<file path="src/rtl/reg_desp_pkg.sv">
// Shared constants for the universal shift register: mode and direction
// codes plus the state encoding of the multi-step engine.
package reg_desp_pkg;

    localparam logic [1:0] MODO_SERIE   = 2'b00;
    localparam logic [1:0] MODO_ROTA    = 2'b01;
    localparam logic [1:0] MODO_CARGA   = 2'b10;
    localparam logic [1:0] MODO_RETENER = 2'b11;

    localparam logic DIR_IZQ = 1'b0;
    localparam logic DIR_DER = 1'b1;

    typedef enum logic [1:0] {
        INACTIVO = 2'd0,
        OCUPADO  = 2'd1,
        LISTO    = 2'd2
    } estado_t;

endpackage

</file>
<file path="src/rtl/celda_desplazamiento.sv">
// One bit of the shift register. The top level decides what the end cells
// see as neighbours, so shift and rotate look identical here.
module celda_desplazamiento
    import reg_desp_pkg::*;
(
    input  logic       clk,
    input  logic       reset,
    input  logic       enb,
    input  logic       vec_izq,
    input  logic       vec_der,
    input  logic       d_n,
    input  logic [1:0] modo,
    input  logic       dir,
    output logic       q_n
);

    logic sig;

    // next value of this bit for the selected mode and direction
    always_comb begin
        sig = q_n;
        case (modo)
            MODO_SERIE, MODO_ROTA: sig = (dir == DIR_DER) ? vec_izq : vec_der;
            MODO_CARGA:            sig = d_n;
            default:               sig = q_n;
        endcase
    end

    // bit storage, updated only on enabled edges
    always_ff @(posedge clk or posedge reset) begin
        if (reset)
            q_n <= 1'b0;
        else if (enb)
            q_n <= sig;
    end

endmodule

</file>
<file path="src/rtl/registro_desplazamiento.sv">
// Parametrised universal shift register (shift, rotate, load, hold).
// Optional multi-step engine enabled by defining REG_DESP_MULTIPASO_EN.
//
// state    | meaning
// ---------+-----------------------------------------------------------
// INACTIVO | idle; single-step behaviour, waits for a start request
// OCUPADO  | multi-step run in progress, one step per enabled edge
// LISTO    | run finished; done high for one enabled cycle, q holds
module registro_desplazamiento
    import reg_desp_pkg::*;
#(
    parameter int WIDTH = 8,
    parameter int CW    = $clog2(WIDTH + 1)
) (
    input  logic             clk,
    input  logic             reset,
    input  logic             enb,
    input  logic [1:0]       modo,
    input  logic             dir,
    input  logic             s_der,
    input  logic             s_izq,
    input  logic [WIDTH-1:0] d,
`ifdef REG_DESP_MULTIPASO_EN
    input  logic             start,
    input  logic [CW-1:0]    cant,
`endif
    output logic [WIDTH-1:0] q,
    output logic             s_out,
    output logic             busy,
    output logic             done
);

    logic [1:0] modo_ef;
    logic       dir_ef;
    logic       en_paso;
    logic       fin_der;
    logic       fin_izq;

`ifdef REG_DESP_MULTIPASO_EN
    estado_t       estado, estado_sig;
    logic [CW-1:0] rest, rest_sig;
    logic [1:0]    modo_l;
    logic          dir_l;
    logic          arranque;

    assign arranque = (estado == INACTIVO) && start &&
                      ((modo == MODO_SERIE) || (modo == MODO_ROTA));

    // next state, step counter and the mode/direction/enable seen by the cells
    always_comb begin
        estado_sig = estado;
        rest_sig   = rest;
        modo_ef    = modo;
        dir_ef     = dir;
        en_paso    = enb;
        case (estado)
            INACTIVO: begin
                if (arranque) begin
                    if (cant == '0) begin
                        en_paso    = 1'b0;
                        rest_sig   = '0;
                        estado_sig = LISTO;
                    end else if (cant == CW'(1)) begin
                        estado_sig = LISTO;
                    end else begin
                        rest_sig   = cant - CW'(1);
                        estado_sig = OCUPADO;
                    end
                end
            end
            OCUPADO: begin
                modo_ef  = modo_l;
                dir_ef   = dir_l;
                rest_sig = rest - CW'(1);
                if (rest == CW'(1))
                    estado_sig = LISTO;
            end
            LISTO: begin
                en_paso    = 1'b0;
                estado_sig = INACTIVO;
            end
            default: begin
                en_paso    = 1'b0;
                estado_sig = INACTIVO;
            end
        endcase
    end

    // engine state and step counter; a disabled edge freezes both
    always_ff @(posedge clk or posedge reset) begin
        if (reset) begin
            estado <= INACTIVO;
            rest   <= '0;
        end else if (enb) begin
            estado <= estado_sig;
            rest   <= rest_sig;
        end
    end

    // capture the requested operation so later input changes cannot disturb it
    always_ff @(posedge clk or posedge reset) begin
        if (reset) begin
            modo_l <= MODO_SERIE;
            dir_l  <= DIR_IZQ;
        end else if (enb && arranque) begin
            modo_l <= modo;
            dir_l  <= dir;
        end
    end

    assign busy = (estado == OCUPADO);
    assign done = (estado == LISTO);
`else
    assign modo_ef = modo;
    assign dir_ef  = dir;
    assign en_paso = enb;
    assign busy    = 1'b0;
    assign done    = 1'b0;
`endif

    // end bits: serial inputs for a shift, the opposite end bit for a rotate
    assign fin_der = (modo_ef == MODO_ROTA) ? q[WIDTH-1] : s_der;
    assign fin_izq = (modo_ef == MODO_ROTA) ? q[0]       : s_izq;

    for (genvar i = 0; i < WIDTH; i++) begin : g_celda
        logic v_izq;
        logic v_der;

        if (i == WIDTH - 1) begin : g_msb
            assign v_izq = fin_izq;
        end else begin : g_int_izq
            assign v_izq = q[i+1];
        end

        if (i == 0) begin : g_lsb
            assign v_der = fin_der;
        end else begin : g_int_der
            assign v_der = q[i-1];
        end

        celda_desplazamiento u_celda (
            .clk     (clk),
            .reset   (reset),
            .enb     (en_paso),
            .vec_izq (v_izq),
            .vec_der (v_der),
            .d_n     (d[i]),
            .modo    (modo_ef),
            .dir     (dir_ef),
            .q_n     (q[i])
        );
    end

    assign s_out = (dir == DIR_DER) ? q[0] : q[WIDTH-1];

endmodule
</file>
<file path="config.mk">
export PLATFORM = sky130hd
export DESIGN_NAME = registro_desplazamiento
export DESIGN_NICKNAME = d
export VERILOG_FILES = /design/src/rtl/reg_desp_pkg.sv /design/src/rtl/celda_desplazamiento.sv /design/src/rtl/registro_desplazamiento.sv
export SDC_FILE = /design/constraint.sdc
export NUM_CORES = 1
export LEC_CHECK = 0
export ABC_AREA = 1
export ABC_CLOCK_PERIOD_IN_PS = 1200
export CAP_MARGIN = 20
export CORE_UTILIZATION = 44
export DETAILED_ROUTE_END_ITERATION = 16
export GPL_TIMING_DRIVEN = 0
export PLACE_DENSITY = 0.86
export SETUP_SLACK_MARGIN = 0.5
export SYNTH_ARGS = -nofsm -noshare
export SYNTH_HDL_FRONTEND = slang
export SYNTH_HIERARCHICAL = 1
export SYNTH_SLANG_ARGS = --single-unit
</file>
<file path="constraint.sdc">
create_clock -name clk -period 1.2 [get_ports clk]
set_input_delay 0.36 -clock clk [delete_from_list [all_inputs] [get_ports clk]]
set_output_delay 0.36 -clock clk [all_outputs]
set_load 0.02 [all_outputs]
</file>
==> impl_metrics.yaml, run 1 <==
run_status:
  status: "finished, violations left"
  violations: "design-rule violations, negative setup slack"
synth:
  yosysMostFrequentCell: "nand2_1"
  synth-async-reset-ratio_pct: 100.0
  syn_area_per_cell_sq_um: 5.472
  synthTopCellsByCount: "61 x nand2_1, 26 x inv_1, 16 x nor2_1"
  yosysSeqAreaShare_pct: 25.76
  synth.cell_area_sq_um: 777.0
  yosys_warnings: 6
  synth-edff-count: 0
  ys_ff_latch: 8
  synth_top_area_share_pct: 29.47
  synthFlopType: "dfrtp_1"
  ys_top_cells_by_area: "nand2_1 29%, dfrtp_1 26%, inv_1 13%, buf_4 9.7%, nor2_1 7.7%"
  yosysTopAreaCell: "nand2_1"
  synth.distinct_cells: 9
  syn_inst: 142
route:
  detail-route-antenna-nets: 0
  wl_microns: 2327
  routed_via_density: 4.775
  dr.pass1.iters: 10
  drc: 1
  vias: 955
  drtIter0Drc: 20
  avgRoutedWirePerCell_microns: 11.64
cts:
  numCtsBuffers: 3
  cts_tree: "yes"
  clock_latency_ns: 0.26
  clk_pin_slew_ns: 0.06
  clockBufferDepth: 2
  cts_sinks: 8
  htreeDepth: 1
  cts_root_buf: "clkbuf_4"
  cts_hold_buffers: 0
timing:
  drv_slew: 0
  period_share_pct: 116.1
  finalWorstSetupSlack_ns: -0.1933
  rsz0062_at_grt: "true"
  finalSetupTns_ns: -0.7493
  setup_viol: 9
  hold_viol: 0
  skew_ns: 0.003206
  finalCriticalPeriod_ns: 1.393
  fmax_ghz: 0.7177
grt:
  grt_pass1_vias: 865
  grt_overflow_total: 0
  track_usage_pct: 23.42
  antenna_found_initial: 0
  grt_pass1_wl_microns: 3408
  grt_start_max_net_pins: 20
final_layout:
  reg_top3: "g_celda.u_celda/q_n: 8 flops"
  drive_above_1_share_pct: 37.50
  fin_cells: 200
  n_antenna_cell: 0
  nets: 202
  area_growth_syn_to_layout_pct: 75.85
  largest_reg_flops: 8
  largest_register: "g_celda.u_celda/q_n"
  fill_cells: 86
floorplanning:
  die_x_microns: 44.02
  start_util_pct: 49.29
  core-area_sq_mm: 0.001577
  fp.dieArea_sq_mm: 0.001938
  rows: 14
  die_h_microns: 44.02
  ios: 27
placed_design:
  portBuffers: 24
  place.gp.congestion: 0.7423
  place_ws_ns: -1.338
  hpwlAfterDp_microns: 1333
  placed_cells: 183
power_and_ir_drop:
  pwr_density_cell_mw_per_mm2: 1058
  leakage_nw: 0.8022
  ir_drop_uv: 707.3
setup_path:
  cp_max_fo: 2
  endpoint_kind: "output pin"
  start_kind: "register"
  worst-endpoint-required_ns: 0.84
  worstSetupPathType: "register to output pin"
  worstPathArrival_ns: 1.03
worst_hold_path:
  hp-class: "primary input to async pin"
flow_run:
  maxCapViolCount: 0
-- where the power goes --
part           internal [mW]  switching, mW  total [mW]
sequential             0.320         0.0522       0.372
combinational          0.476          0.374       0.850
clock                  0.116          0.108       0.224
total                  0.911          0.534        1.45
-- cell families (layout without fill, tap and decap cells) --
family                 count (synthesis)  after routing  synth area share [%]
and+or+nand+nor                       96             96                 50.89
DFF                                    8              8                 25.76
buffers and inverters                 36             77                 22.22
AOI/OAI and AO/OA                      1              1                0.6435
other                                  1              2                0.4826
-- path summary, 6_finish.rpt --
kind,cells after the start,endpoint,from,slack (ns)
max,4,s_out,g_celda[0].u_celda/q_n$_DFFE_PP0P_,-0.19
min reg2reg,2,g_celda[7].u_celda/q_n$_DFFE_PP0P_,g_celda[7].u_celda/q_n$_DFFE_PP0P_,0.57
max in group asynchronous,2,g_celda[7].u_celda/q_n$_DFFE_PP0P_,reset,0.61
min,2,g_celda[3].u_celda/q_n$_DFFE_PP0P_,reset,0.46
max reg2reg,8,g_celda[7].u_celda/q_n$_DFFE_PP0P_,g_celda[0].u_celda/q_n$_DFFE_PP0P_,0.05
min in group clk,5,g_celda[3].u_celda/q_n$_DFFE_PP0P_,d[3],0.54
-- placed cells by master, fill, tap and decap left out, drive strengths merged --
cell type,n
conb,2
inv,26
dfrtp,8
clkdlybuf4s15,1
clkbuf,3
nand2,70
o21ai,1
dlygate4sd2,2
nor2,16
clkdlybuf4s50,9
nand3,10
buf,36
-- critical path, stage by stage (launching register included) --
cell and delay, ns:
dfrtp_1 0.41, buf_6 0.14, nand2_4 0.05, o21ai_4 0.05, buf_6 0.13
-- timing repair --
| item | in CTS | in global routing |
|---|---|---|
| gates resized for setup | 90 | 12 |
| endpoints found under the hold margin | 0 | 0 |
| pin swaps | 20 | 10 |
| buffers inserted | 8 | 6 |
| setup endpoints to repair | 17 | 17 |
-- cell type report --
class / instances / area (sq um) / share of cell area (%)
clock buffer: 3 / 22.52 / 1.648
timing repair buffer: 38 / 400.4 / 29.30
inverter: 26 / 145.1 / 10.62
buffer: 10 / 105.1 / 7.692
multi-input combinational: 99 / 471.7 / 34.52
tap: 16 / 20.02 / 1.465
sequential: 8 / 201.4 / 14.74
-- routing by layer --
layer | track usage [%] | routed length (microns) | up-vias
met5 | 0 | 0 | -
met3 | 7.347 | 160 | 0
met1 | 28.53 | 945 | 429
met2 | 40.59 | 1222 | 36
met4 | 4.848 | 0 | 0
li1 | - | - | 490
-- metrics by stage --
step                power (mW)  instance area, sq um  hold slack (ns)  util, %
CTS                      1.328                  1280           0.4633    81.19
global route             1.518                  1366           0.4794    86.67
detailed placement      0.9617                  1121           0.5486    71.11
finish                   1.445                  1366           0.4588    86.67
global placement        0.9564                  1126           0.5381    71.43
floorplan               0.7234                 865.8          0.08871        -
(Power assumes the default switching activity.)
==> inputs of run 2 (changes only) <==
- CORE_ASPECT_RATIO: unset -> 0.75
- CORE_MARGIN: unset -> 4
==> impl_metrics.yaml, run 2 (same netlist as run 1, synthesis figures left out) <==
cts:
  clock_latency_ns: 0.27
  htreeDepth: 1
  cts_tree: "yes"
  cts_root_buf: "clkbuf_4"
  clockBufferDepth: 2
  numCtsBuffers: 3
  cts_hold_buffers: 0
  cts_sinks: 8
  clk_pin_slew_ns: 0.07
placed_design:
  portBuffers: 24
  placed_cells: 188
  place.gp.congestion: 0.7658
  hpwlAfterDp_microns: 1435
timing:
  finalSetupTns_ns: -1.186
  skew_ns: 0.004105
  fmax_ghz: 0.7149
  setup_viol: 13
  rsz0062_at_grt: "true"
  finalCriticalPeriod_ns: 1.399
  finalWorstSetupSlack_ns: -0.1988
  hold_viol: 0
  drv_slew: 0
  period_share_pct: 116.6
flow_run:
  maxCapViolCount: 0
final_layout:
  nets: 205
  layout_common_cells: "50 x nand2_1, 34 x buf_6, 18 x inv_1"
  reg_top3: "g_celda.u_celda/q_n: 8 flops"
  largest_register: "g_celda.u_celda/q_n"
  fin_cells: 208
  largest_reg_flops: 8
  drive_above_1_share_pct: 42.78
  n_antenna_cell: 0
  layout_commonest_cell: "nand2_1"
  fill_cells: 71
  area_growth_syn_to_layout_pct: 85.02
route:
  drtIter0Drc: 114
  dr.pass1.iters: 5
  detail-route-antenna-nets: 0
  drc: 0
  wl_microns: 3832
  routed_via_density: 5.678
  vias: 1181
  avgRoutedWirePerCell_microns: 18.42
setup_path:
  critPathLaunch: "g_celda[7].u_celda/q_n$_DFFE_PP0P_"
  worstSetupPathType: "register to register"
  worst-endpoint-required_ns: 1.36
  start_kind: "register"
  r2r-start: "g_celda[7].u_celda/q_n$_DFFE_PP0P_"
  endpoint_kind: "register"
  cp_max_fo: 3
  r2r_slack_ns: -0.20
  worstPathArrival_ns: 1.55
  r2r_end: "g_celda[0].u_celda/q_n$_DFFE_PP0P_"
  reg2regPathDepth: 10
grt:
  grt_start_max_net_pins: 20
  antenna_found_initial: 0
  grt_pass1_wl_microns: 4512
  grt_overflow_total: 0
  track_usage_pct: 23.32
  grt_pass1_vias: 1016
run_status:
  status: "finished, violations left"
  violations: "negative setup slack"
floorplanning:
  core-area_sq_mm: 0.001577
  die_x_microns: 56.53
  start_util_pct: 49.29
  ios: 27
  die_h_microns: 44.39
  rows: 12
  fp.dieArea_sq_mm: 0.002509
power_and_ir_drop:
  total_power_mw: 1.586
  leakage_nw: 0.8298
  ir_drop_uv: 802.0
  pwr_density_cell_mw_per_mm2: 1103
worst_hold_path:
  hp-class: "primary input to async pin"
[run 2: how the worst max path moves through the flow]
| stage | to | slack, ns |
|---|---|---|
| floorplan | s_out | 0.21 |
| global placement | s_out | -1.31 |
| detailed placement | s_out | -1.33 |
| CTS | s_out | -0.13 |
| global route | g_celda[0].u_celda/q_n$_DFFE_PP0P_ | -0.26 |
| finish | g_celda[0].u_celda/q_n$_DFFE_PP0P_ | -0.20 |
[run 2: cell type report]
| type | count | area, sq um | share of cell area (%) |
|---|---|---|---|
| Sequential cell | 8 | 201.4 | 14.01 |
| Multi-Input combinational cell | 99 | 501.7 | 34.90 |
| Buffer | 10 | 105.1 | 7.311 |
| Inverter | 26 | 145.1 | 10.10 |
| Timing Repair Buffer | 41 | 435.4 | 30.29 |
| Tap cell | 21 | 26.28 | 1.828 |
| Clock buffer | 3 | 22.52 | 1.567 |
[run 2: repair_timing]
| action | CTS | global route |
|---|---|---|
| buffers inserted | 15 | 2 |
| pin swaps | 12 | 12 |
| setup endpoints to repair | 17 | 17 |
| resized for setup | 98 | 13 |
[run 2: metrics by stage]
stage | util (%) | setup WS (ns) | hold slack, ns | cell area, sq um
final | 91.19 | -0.1988 | 0.5147 | 1438
after global routing | 91.19 | -0.2568 | 0.5043 | 1438
after CTS | 87.22 | -0.1291 | 0.4614 | 1375
after detailed placement | 71.51 | -1.329 | 0.5476 | 1127
after global placement | 71.83 | -1.313 | 0.5416 | 1132
after floorplan | - | 0.2144 | 0.08871 | 865.8
[run 2: worst max-delay path, cell delays in order, from the launching register on]
cell     delay, ns
dfrtp_2       0.44
buf_6         0.12
buf_6         0.10
buf_6         0.10
buf_6         0.11
nand3_2       0.07
nand2_2       0.06
nand2_2       0.07
nand3_2       0.06
nand2_1       0.09
nand2_1       0.07
[run 2: where the power goes]
part           internal (mW)  leakage [nW]  switching (mW)
sequential             0.319        0.0990          0.0552
clock                  0.116        0.0138           0.118
combinational          0.517         0.717           0.461
total                  0.952         0.830           0.634
[run 2: layer usage]
layer | vias up | global-route usage [%] | routed length, microns
met5 | - | 0 | 0
met4 | 0 | 5.687 | 285
met3 | 34 | 7.289 | 424
met2 | 126 | 43.55 | 1805
met1 | 529 | 26.09 | 1316
li1 | 492 | - | -
==> inputs of run 3 (changes only) <==
- CORE_MARGIN: 4 -> unset
==> impl_metrics.yaml, run 3 (same netlist as run 1, synthesis figures left out) <==
run_status:
  status: "finished, violations left"
  violations: "negative setup slack"
final_layout:
  layout_commonest_cell: "nand2_1"
  reg_top3: "g_celda.u_celda/q_n: 8 flops"
  largest_reg_flops: 8
  stdcell_area_sq_mm: 0.001409
  fin_cells: 209
  layout_common_cells: "52 x nand2_1, 30 x buf_6, 18 x inv_1"
  nets: 206
  n_antenna_cell: 0
  largest_register: "g_celda.u_celda/q_n"
  finalCoreUtilization_pct: 90.22
  drive_above_1_share_pct: 40.43
  area_growth_syn_to_layout_pct: 81.32
setup_path:
  r2r_end: "g_celda[1].u_celda/q_n$_DFFE_PP0P_"
  crit_path_top_delay_cell: "dfrtp_1"
  crit_buf_inv: 2
  endpoint_kind: "output pin"
  start_kind: "register"
  cp_max_fo: 4
  r2r_slack_ns: -0.15
  worst-endpoint-required_ns: 0.84
  reg2regPathDepth: 9
  worstPathArrival_ns: 1.02
  worstSetupPathType: "register to output pin"
  crit_family: "flip-flops"
  r2r-start: "g_celda[0].u_celda/q_n$_DFFE_PP0P_"
  worstPathCellList: "inv_2 -> o21ai_4 -> buf_6"
  critPathMaxStageDelay_ns: 0.44
timing:
  hold_viol: 0
  setup_viol: 12
  hold_ws_ns: 0.4993
  fmax_ghz: 0.7240
  finalWorstSetupSlack_ns: -0.1812
  skew_ns: 0.006122
  rsz0062_at_grt: "true"
  period_share_pct: 115.1
  drv_slew: 0
  finalCriticalPeriod_ns: 1.381
power_and_ir_drop:
  total_power_mw: 1.533
  pwr_density_cell_mw_per_mm2: 1088
  ir_drop_uv: 782.1
  leakage_nw: 0.8187
cts:
  clk_pin_slew_ns: 0.06
  cts_tree: "yes"
  numCtsBuffers: 3
  cts_sinks: 8
  cts_hold_buffers: 0
  clock_latency_ns: 0.26
  cts_root_buf: "clkbuf_4"
  clockBufferDepth: 2
  htreeDepth: 1
placed_design:
  postPlaceCellArea_sq_mm: 0.001127
  placed_cells: 188
  portBuffers: 24
  hpwlAfterDp_microns: 1411
  place.gp.congestion: 0.7858
grt:
  track_usage_pct: 28.73
  grt_pass1_wl_microns: 3988
  grt_pass1_vias: 987
  antenna_found_initial: 0
  grt_start_max_net_pins: 20
  grt_overflow_total: 0
floorplanning:
  die_x_microns: 50.53
  start_util_pct: 49.76
  fp.dieArea_sq_mm: 0.001940
  rows: 12
  die_h_microns: 38.39
  ios: 27
  core-area_sq_mm: 0.001562
route:
  wl_microns: 3428
  dr.pass1.iters: 5
  routed_via_density: 5.483
  vias: 1146
  drc: 0
  drtIter0Drc: 87
  detail-route-antenna-nets: 0
  avgRoutedWirePerCell_microns: 16.40
flow_run:
  maxCapViolCount: 0
worst_hold_path:
  hp-class: "primary input to async pin"
## run 3: changes by cell type in the layout (fill, tap and decap cells not counted)
cell,previous run,this run
buf_6,34,30
nand2_4,3,2
nand2_2,17,16
buf_4,5,10
dfrtp_1,7,8
nand3_1,2,4
nand2_1,50,52
dfrtp_2,1,0
nand3_2,8,6
## run 3: per-layer routing
metal  GRT usage, %  part of all wire, %
met1          30.07                   36
met2          56.33                   48
met3          6.349                  9.7
met4          12.50                  6.5
met5              0                    0
## run 3: through the flow
stage / worst slack, ns / setup TNS, ns
CTS: -0.1939 / -0.9356
floorplan: 0.2144 / 0
global placement: -1.322 / -12.88
finish: -0.1812 / -1.183
detailed placement: -1.321 / -8.858
global route: -0.2290 / -1.600
## run 3: area by class of cell
type / count / area (sq um)
multi-input combinational: 99 / 481.7
timing repair buffer: 42 / 427.9
sequential: 8 / 200.2
fill: 80 / 152.6
inverter: 26 / 145.1
buffer: 10 / 105.1
tap: 21 / 26.28
clock buffer: 3 / 22.52
## run 3: worst reg2reg max path, stage by stage, from the launching register on
cell,delay [ns]
dfrtp_1,0.39
buf_6,0.13
buf_4,0.12
buf_6,0.10
buf_6,0.12
buf_4,0.13
nand2_2,0.05
nand3_2,0.06
nand2_1,0.08
nand2_1,0.07
## run 3: what timing repair did
item                       CTS  global route
setup endpoints to repair   17            17
gates resized for setup     90            11
pin swaps                   15            10
buffers inserted            11             7
## run 3: worst max path at each step
stage	start	slack [ns]	end	depth (start not counted)
2_1_floorplan	g_celda[7].u_celda/q_n$_DFFE_PP0P_	0.21	s_out	2
3_3_place_gp	dir	-1.32	s_out	4
3_5_place_dp	dir	-1.32	s_out	4
4_1_cts	g_celda[0].u_celda/q_n$_DFFE_PP0P_	-0.19	s_out	4
5_1_grt	g_celda[7].u_celda/q_n$_DFFE_PP0P_	-0.23	s_out	3
6_report	g_celda[7].u_celda/q_n$_DFFE_PP0P_	-0.18	s_out	3
## run 3: report_power, final
group,switching (mW),internal [mW],leakage [nW]
clock network,0.0993,0.115,0.0138
registers,0.0554,0.318,0.100
logic,0.440,0.505,0.705
total,0.594,0.938,0.819
